<file path="config.mk">
export PLATFORM = sky130hd
export DESIGN_NAME = n_bit_seq_alu
export DESIGN_NICKNAME = d
export VERILOG_FILES = /design/src/rtl/alu_pkg.sv /design/src/rtl/rca_cout.sv /design/src/rtl/n_bit_seq_alu.sv
export SDC_FILE = /design/constraint.sdc
export NUM_CORES = 1
export LEC_CHECK = 0
export ABC_AREA = 1
export CAP_MARGIN = 30
export CORE_MARGIN = 4
export CORE_UTILIZATION = 65
export CTS_BUF_LIST = sky130_fd_sc_hd__clkbuf_4 sky130_fd_sc_hd__clkbuf_8 sky130_fd_sc_hd__clkbuf_16
export DETAILED_ROUTE_END_ITERATION = 16
export DONT_BUFFER_PORTS = 1
export PLACE_DENSITY_LB_ADDON = 0.12
export SKIP_LAST_GASP = 1
export SLEW_MARGIN = 5
export SYNTH_ARGS = -nofsm -noshare
export SYNTH_HDL_FRONTEND = slang
export SYNTH_SLANG_ARGS = --single-unit
</file>
<file path="constraint.sdc">
create_clock -name clk -period 40.3 [get_ports clk]
set_input_delay 8.06 -clock clk [delete_from_list [all_inputs] [get_ports clk]]
set_output_delay 8.06 -clock clk [all_outputs]
set_load 0.01 [all_outputs]
</file>
<file path="src/rtl/alu_pkg.sv">
// Opcode and FSM-state encodings shared by the sequential ALU, plus the issue-time
// decision of whether an operation needs the iterative BUSY path.
package alu_pkg;

   localparam logic [3:0] OP_AND  = 4'b0000;
   localparam logic [3:0] OP_OR   = 4'b0001;
   localparam logic [3:0] OP_ADD  = 4'b0010;
   localparam logic [3:0] OP_XOR  = 4'b0011;
   localparam logic [3:0] OP_SUB  = 4'b0110;
   localparam logic [3:0] OP_SLT  = 4'b0111;
   localparam logic [3:0] OP_SLTU = 4'b1000;
   localparam logic [3:0] OP_SLL  = 4'b1001;
   localparam logic [3:0] OP_SRL  = 4'b1010;
   localparam logic [3:0] OP_SRA  = 4'b1011;
   localparam logic [3:0] OP_MUL  = 4'b1100;

   localparam logic [1:0] ST_IDLE = 2'd0;
   localparam logic [1:0] ST_BUSY = 2'd1;
   localparam logic [1:0] ST_HOLD = 2'd2;

   // A shift by zero is finished at issue, so only nonzero shifts and MUL iterate.
   function automatic logic is_multicycle(input logic [3:0] s, input logic [31:0] shamt);
      return (s == OP_MUL) ||
             (((s == OP_SLL) || (s == OP_SRL) || (s == OP_SRA)) && (shamt != 32'd0));
   endfunction

endpackage

</file>
<file path="src/rtl/rca_cout.sv">
// n-bit ripple-carry adder with carry-in and carry-out; purely combinational.
module rca_cout #(
   parameter int n = 32
) (
   input  logic [n-1:0] a_i,
   input  logic [n-1:0] b_i,
   input  logic         cin_i,
   output logic [n-1:0] sum_o,
   output logic         cout_o
);

   logic [n:0] carry;

   always_comb begin
      carry    = '0;
      sum_o    = '0;
      carry[0] = cin_i;
      for (int i = 0; i < n; i++) begin
         sum_o[i]     = a_i[i] ^ b_i[i] ^ carry[i];
         carry[i+1]   = (a_i[i] & b_i[i]) | (carry[i] & (a_i[i] ^ b_i[i]));
      end
      cout_o = carry[n];
   end

endmodule

</file>
<file path="src/rtl/n_bit_seq_alu.sv">
// Registered valid/ready ALU: logic/arith ops in 1 cycle, shifts 1 bit/cycle, MUL n-cycle shift-add.
// Result and flags are held in HOLD until out_ready; in_ready is low throughout BUSY.
module n_bit_seq_alu
   import alu_pkg::*;
#(
   parameter int n = 32
) (
   input  logic         clk,
   input  logic         rst_n,
   input  logic         in_valid,
   output logic         in_ready,
   input  logic [n-1:0] A,
   input  logic [n-1:0] B,
   input  logic [3:0]   S,
   output logic         out_valid,
   input  logic         out_ready,
   output logic [n-1:0] ALUoutput,
   output logic         Zflag,
   output logic         Nflag,
   output logic         Cflag,
   output logic         Vflag,
   output logic         illegal
);

   localparam int SH_W = $clog2(n);
   localparam int CW   = SH_W + 1;

   logic [1:0]    state_q, state_d;
   logic [3:0]    op_q, op_d;
   logic [n-1:0]  work_q, work_d;
   logic [n-1:0]  mplier_q, mplier_d;
   logic [n-1:0]  acc_q, acc_d;
   logic [CW-1:0] cnt_q, cnt_d;
   logic [n-1:0]  res_q, res_d;
   logic          zf_q, zf_d, nf_q, nf_d, cf_q, cf_d, vf_q, vf_d, ill_q, ill_d;

   logic [SH_W-1:0] shamt;
   logic            accept, is_sub;
   logic [n-1:0]    add_a, add_b, sum;
   logic            add_cin, cout, v_add;
   logic            commit, c_new, v_new, ill_new;
   logic [n-1:0]    res_new, fin_val;

   assign shamt     = B[SH_W-1:0];
   assign in_ready  = (state_q == ST_IDLE) || ((state_q == ST_HOLD) && out_ready);
   assign out_valid = (state_q == ST_HOLD);
   assign accept    = in_valid && in_ready;
   assign is_sub    = (S == OP_SUB) || (S == OP_SLT) || (S == OP_SLTU);

   // The single adder serves operand arithmetic at issue and the MUL accumulator while BUSY.
   always_comb begin
      if (state_q == ST_BUSY) begin
         add_a   = acc_q;
         add_b   = work_q;
         add_cin = 1'b0;
      end else begin
         add_a   = A;
         add_b   = is_sub ? ~B : B;
         add_cin = is_sub;
      end
   end

   rca_cout #(.n(n)) u_add (
      .a_i    (add_a),
      .b_i    (add_b),
      .cin_i  (add_cin),
      .sum_o  (sum),
      .cout_o (cout)
   );

   assign v_add = (A[n-1] == add_b[n-1]) && (sum[n-1] != A[n-1]);

   always_comb begin
      state_d  = state_q;
      op_d     = op_q;
      work_d   = work_q;
      mplier_d = mplier_q;
      acc_d    = acc_q;
      cnt_d    = cnt_q;
      commit   = 1'b0;
      res_new  = '0;
      fin_val  = '0;
      c_new    = 1'b0;
      v_new    = 1'b0;
      ill_new  = 1'b0;

      if (state_q == ST_BUSY) begin
         if (op_q == OP_MUL) begin
            if (mplier_q[0]) acc_d = sum;
            work_d   = work_q << 1;
            mplier_d = mplier_q >> 1;
            fin_val  = mplier_q[0] ? sum : acc_q;
         end else begin
            case (op_q)
               OP_SLL:  work_d = work_q << 1;
               OP_SRL:  work_d = work_q >> 1;
               default: work_d = {work_q[n-1], work_q[n-1:1]};
            endcase
            fin_val = work_d;
         end
         cnt_d = cnt_q - 1'b1;
         if (cnt_q == CW'(1)) begin
            commit  = 1'b1;
            res_new = fin_val;
            state_d = ST_HOLD;
         end
      end else begin
         state_d = ((state_q == ST_HOLD) && !out_ready) ? ST_HOLD : ST_IDLE;
         if (accept) begin
            op_d = S;
            if (is_multicycle(S, 32'(shamt))) begin
               state_d  = ST_BUSY;
               work_d   = A;
               mplier_d = B;
               acc_d    = '0;
               cnt_d    = (S == OP_MUL) ? CW'(n) : {1'b0, shamt};
            end else begin
               state_d = ST_HOLD;
               commit  = 1'b1;
               case (S)
                  OP_AND:  res_new = A & B;
                  OP_OR:   res_new = A | B;
                  OP_XOR:  res_new = A ^ B;
                  OP_ADD, OP_SUB: begin
                     res_new = sum;
                     c_new   = cout;
                     v_new   = v_add;
                  end
                  OP_SLT:  res_new = {{(n-1){1'b0}}, sum[n-1] ^ v_add};
                  OP_SLTU: res_new = {{(n-1){1'b0}}, ~cout};
                  OP_SLL, OP_SRL, OP_SRA: res_new = A;
                  default: ill_new = 1'b1;
               endcase
            end
         end
      end

      res_d = res_q;
      zf_d  = zf_q;
      nf_d  = nf_q;
      cf_d  = cf_q;
      vf_d  = vf_q;
      ill_d = ill_q;
      if (commit) begin
         res_d = res_new;
         zf_d  = (res_new == '0);
         nf_d  = res_new[n-1];
         cf_d  = c_new;
         vf_d  = v_new;
         ill_d = ill_new;
      end
   end

   always_ff @(posedge clk or negedge rst_n) begin
      if (!rst_n) begin
         state_q  <= ST_IDLE;
         op_q     <= '0;
         work_q   <= '0;
         mplier_q <= '0;
         acc_q    <= '0;
         cnt_q    <= '0;
         res_q    <= '0;
         zf_q     <= 1'b0;
         nf_q     <= 1'b0;
         cf_q     <= 1'b0;
         vf_q     <= 1'b0;
         ill_q    <= 1'b0;
      end else begin
         state_q  <= state_d;
         op_q     <= op_d;
         work_q   <= work_d;
         mplier_q <= mplier_d;
         acc_q    <= acc_d;
         cnt_q    <= cnt_d;
         res_q    <= res_d;
         zf_q     <= zf_d;
         nf_q     <= nf_d;
         cf_q     <= cf_d;
         vf_q     <= vf_d;
         ill_q    <= ill_d;
      end
   end

   assign ALUoutput = res_q;
   assign Zflag     = zf_q;
   assign Nflag     = nf_q;
   assign Cflag     = cf_q;
   assign Vflag     = vf_q;
   assign illegal   = ill_q;

endmodule

</file>
Yosys cells after proc, flatten, opt, wreduce, memory -nomap -nowiden
Index checks and enable logic that the tools add are counted.

Bits in registers: 145. Bits of input ports: 72. Logic and storage cells: 273.

Add/sub/neg operators: 1. Eq/ne operators: 20. Mux-type cells: 49. Bitwise logic cells: 167. Reductions and logical operators: 24.

Operators by type and width (count): $mux W32 (21); $pmux W32 S7 (1); $xor A1 B1 Y1 (65); $and A1 B1 Y1 (64); $pmux W32 S2 (1); $and A32 B32 Y32 (1); $eq A4 B4 Y1 const B (8); $logic_not A32 Y1 (1); $not A32 Y32 (1); $or A1 B1 Y1 (32); $or A32 B32 Y32 (1); $xor A32 B32 Y32 (1); $mux W6 (4); $mux W1 (17); $mux W2 (5); $reduce_or A10 Y1 (1); $eq A4 B2 Y1 const B (2); $eq A4 B3 Y1 const B (2); $eq A6 B1 Y1 const B (1); $logic_or A1 B1 Y1 (6); $sub A6 B1 Y6 const B (1); $logic_and A1 B1 Y1 (5); $reduce_bool A5 Y1 (1); $eq A4 B1 Y1 const B (1); other kinds (14) (18).

Depth between registers and ports, before layout
Word-level depth: 77. Depth in mapped cells: 54. Mapped depth without buffers: 53.

Modules after synthesis
A second synthesis with hierarchy kept.

Cells, all modules: 1713. Area total of the unflattened synthesis: 11730.0 um^2.

Modules (own cells, without submodules): n_bit_seq_alu (times used 1, cells each 1671, area each 11051.8 um^2, sequential area each 3603.5 um^2); rca_cout (times used 1, cells each 42, area each 678.2 um^2, sequential area each 0.0 um^2).

Least setup slack after synthesis
No wires, ideal clock.

Path kind: in2reg. From: in S[2]. To: reg zf_q (netlist: Zflag). Data arrival time: 23.821 ns. Data required time: 40.183 ns. Path slack: 16.362 ns. Stages on the path: 53. Buffers on the path: 1. Path through: inv_2 -> nand2_1 -> inv_1 -> nand2_1 -> nand2_1 -> inv_1 -> clkbuf_1 -> a31oi_1 -> fa_1 -> fa_1 -> fa_1 -> fa_1 -> fa_1 -> fa_1 -> fa_1 -> fa_1 -> fa_1 -> fa_1 -> (+17 left out) -> fa_1 -> fa_1 -> fa_1 -> inv_1 -> fa_1 -> fa_1 -> nand2_1 -> o21ai_0 -> nand2_1 -> nand2_1 -> nor2_1 -> nor2_1 -> nand2_1 -> nor2_1 -> nand2_1 -> nor2_1 -> nand3_1 -> nand2_1.

Longest elaborated chain between the ends: 77. Elaborated cells on any way between the ends: 198. Those cells by class: 12 x eq/ne; 13 x mux; 162 x bitwise; 11 x reduce/logical.

Ends and longest elaborated chain: start: declaration (RTL line n_bit_seq_alu.sv:14) `input logic [3:0] S,`; $eq A4 B3 Y1 (RTL line n_bit_seq_alu.sv:48, n_bit_seq_alu.sv:120); $logic_or A1 B1 Y1 (2 in series) (RTL line n_bit_seq_alu.sv:48) `assign is_sub = (S == OP_SUB) || (S == OP_SLT) || (S == OP_SLTU);`; $mux W32 (RTL line n_bit_seq_alu.sv:58) `add_b = is_sub ? ~B : B;`; $mux W32 (RTL line n_bit_seq_alu.sv:52) `if (state_q == ST_BUSY) begin`; $xor A1 B1 Y1 (RTL line rca_cout.sv:19, rca_cout.sv:20); $and A1 B1 Y1 (RTL line rca_cout.sv:20) `carry[i+1] = (a_i[i] & b_i[i]) | (carry[i] & (a_i[i] ^ b_i[i]));`; $or A1 B1 Y1 (RTL line rca_cout.sv:20); $and A1 B1 Y1 (RTL line rca_cout.sv:20); (+60 left out); $ne A1 B1 Y1 (RTL line n_bit_seq_alu.sv:71) `assign v_add = (A[n-1] == add_b[n-1]) && (sum[n-1] != A[n-1]);`; $logic_and A1 B1 Y1 (RTL line n_bit_seq_alu.sv:71); $xor A1 B1 Y1 (RTL line n_bit_seq_alu.sv:129) `OP_SLT: res_new = {{(n-1){1'b0}}, sum[n-1] ^ v_add};`; $pmux W32 S7 (RTL line n_bit_seq_alu.sv:120) `case (S)`; $mux W32 (RTL line n_bit_seq_alu.sv:111) `if (is_multicycle(S, 32'(shamt))) begin`; $mux W32 (RTL line n_bit_seq_alu.sv:109) `if (accept) begin`; $mux W32 (RTL line n_bit_seq_alu.sv:87) `if (state_q == ST_BUSY) begin`; $logic_not A32 Y1 (RTL line n_bit_seq_alu.sv:146) `zf_d = (res_new == '0);`; end signal: assignment (RTL line n_bit_seq_alu.sv:176) `zf_q <= zf_d;`; end: declaration (RTL line n_bit_seq_alu.sv:35) `logic zf_q, zf_d, nf_q, nf_d, cf_q, cf_d, vf_q, vf_d, ill_q, ill_d;`.

Parallel ways exist; a longest one is shown, timed or not. A chain may end at the register's enable or synchronous reset.

Worst setup path after layout
From: in S[0]. To: reg zf_q (netlist: Zflag).

Same word-level chain as after synthesis.

==> out/qor.csv <==
stage;metric;value;unit
min_path;Hold Path Depth;2;
placement;cell count after placement;1869;
status;status;finished, final reports clean;
routing;Pre-Repair DR Iteration Count;6;
final_layout;antenna diode count;0;
synth;Syn Nets;1901;
sta;setup TNS;0;ns
worst_setup_path;reg2reg path depth;50;
cts;cts hold-fix bufs;0;
cts;CTS clk-pin slew, worst paths;0.06;ns
sta;final worst-path cycle share;61.7;%
sta;max-slew violation count;0;
cts;Num Clock Sinks;144;
worst_setup_path;CP startpoint kind;primary input;
synth;Distinct cells, synth;31;
cts;TritonCTS Buffers;17;
power_and_ir_drop;Power Density;60.4;nW/um^2
placement;Post-DP Area;11600;um^2
final_layout;final core utilization;70.5;%
worst_setup_path;crit path max-delay cell type;buf_4;
min_path;HP Class;reg2reg;
floorplan;area of the core;17400;um^2
cts;CTS tree;built;
sta;Final Hold Fails;0;
sta;Least-Margin Pin Slew;0.990;ns
sta;worst relative slew slack;34.0;%
synth;sequential-to-total area share from yosys stat;31.0;%
final_layout;layout cell share with drive strength beyond 1;4.12;%
final_layout;commonest non-fill, non-tap cell in the layout;nand2_1;
global_route;largest net degree at the start of global routing;145;
placement;RePlAce Congestion;0.921;
run;Max-Cap Viols;0;
global_route;grt total ovfl;0;
floorplan;die area;20100;um^2
sta;Fmax;0.0402;GHz
worst_setup_path;Data arrival, critical path;25.20;ns
cts;# resized after CTS;0;
cts;CTS H-tree depth;4;
worst_setup_path;crit path max fanout;37;
routing;Routed wire per std cell;18.4;um
power_and_ir_drop;Max VDD drop;0.0000442;V
sta;Clock Skew;0.00948;ns
routing;# DRC;0;
cts;CTS root buf;clkbuf_16;
floorplan;Initial Util;66.8;%
power_and_ir_drop;Pwr Total;0.741;mW
global_route;initial antenna violation count;0;
routing;Via density;6.11;
final_layout;Filler cells;1498;
routing;routed via count;11600;
floorplan;row count;48;
floorplan;IO Pins;111;
synth;Mapped Area;11600;um^2
routing;initial drt markers;1327;
global_route;vias in the first global route;11000;
floorplan;Die Y;142;um
synth;syn_area_per_cell;6.73;um^2
sta;Final setup violation count;0;
floorplan;die width;142;um
final_layout;non-filler cells, final;1901;
min_path;min-delay src;mplier_q[31];
worst_setup_path;Critical Path Most Common Cell;fa_1;
global_route;GRT Overall Usage;35.3;%
synth;post-synthesis register bit count;144;
worst_setup_path;Setup crit end kind;register;
worst_setup_path;Worst path max stage delay;0.50;ns
worst_setup_path;Reg2Reg Launch Point;state_q[0];
final_layout;commonest non-fill, non-tap cells in the layout;433 x nand2_1, 243 x o21ai_0, 208 x inv_1;
routing;ANT nets after route;0;
global_route;first-pass GRT wire length;56700;um
power_and_ir_drop;Static Leak;6.14;nW
final_layout;fin area;12300;um^2
worst_setup_path;critical path class;in2reg;
worst_setup_path;CP required;40.62;ns
placement;port bufs;0;
synth;Mapped Cells;1731;
worst_setup_path;Worst Setup SP;S[0];
sta;Final min period;24.88;ns
final_layout;Area Overhead vs Synth;5.42;%
cts;CTS max path bufs;2;
synth;Yosys Warn Count;0;
cts;Clock Latency Late Sink;0.44;ns
sta;RSZ-0062 raised after global routing;no;
placement;HPWL Detailed;22400;um
routing;Routed WL;35000;um
cts;number of post-CTS setup repair buffers;0;
final_layout;nets@finish;1833;
-- per-stage QoR --
step / setup slack, ns / hold slack (ns)
2_1_floorplan: 16.36 / 0.453
3_3_place_gp: 15.35 / 0.483
3_5_place_dp: 15.17 / 0.480
4_1_cts: 15.48 / 0.495
5_1_grt: 14.87 / 0.517
6_report: 15.42 / 0.494
-- power by group --
group | switching [mW] | internal, mW
Clock | 0.0672 | 0.105
Sequential | 0.0347 | 0.197
Combinational | 0.229 | 0.108
-- cell usage after synthesis, drive strengths merged --
library cell,n,area (um^2)
a21oi,23,115
clkbuf,52,195
nand3,136,681
nand4,2,18.8
dfrtp,144,3600
o22ai,39,244
a32o,1,10.0
ha,66,826
a22o,1,8.76
a31oi,13,81.3
fa,32,641
nor4,1,6.26
o311ai,1,8.76
nand2,433,1630
nand3b,22,165
nor3,3,15.0
o21ai,259,1300
o2111ai,1,8.76
a22oi,2,15.0
buf,52,264
nor2,213,847
inv,217,815
o211ai,4,30.0
o221ai,14,123
-- cells by family after synthesis --
logic type | synth area share, %
AO/OA/AOI/OAI | 16.7
flip-flops | 31.0
buffers and inverters | 10.9
AND/OR/NAND/NOR | 28.8
adder cells (fa/ha/maj) | 12.6
-- per-layer routing --
metal	wire [um]	GRT usage, %
met5	0	0
met4	1340	15.8
met3	4370	10.1
met2	14800	51.9
met1	14500	48.8
-- final cells by class --
type                    instances  area [um^2]  share of cell area (%)
repair buffers                 17          160                    1.30
multi-input cells            1266         6780                    55.3
well taps                     225          282                    2.29
clock buffers                  19          440                    3.59
inverters                     217          817                    6.66
flip-flops and latches        144         3600                    29.4
clock inverters                13          188                    1.53
-- sequential cells by signal, summed over array words and instances (netlist names), 2 cells and up --
signal     count
mplier_q      32
acc_q         32
ALUoutput     32
state_q        2
cnt_q          6
work_q        32
op_q           4
-- path summary, 6_finish.rpt --
check                          endpoint  slack (ns)
setup / recovery                  Zflag       15.42
hold / removal             mplier_q[31]        0.49
setup reg to reg                  Zflag       22.69
hold reg to reg            mplier_q[31]        0.49
max in group asynchronous     acc_q[12]       32.74
min in group asynchronous  mplier_q[27]        7.31
-- critical path, delay by kind of cell --
kind | cells | cell delay, ns
compound gates | 3 | 0.37
buf+inv | 3 | 0.82
fa+ha+maj | 32 | 14.81
simple gates | 14 | 1.10
Note: power is estimated with default switching activity, not from simulation.
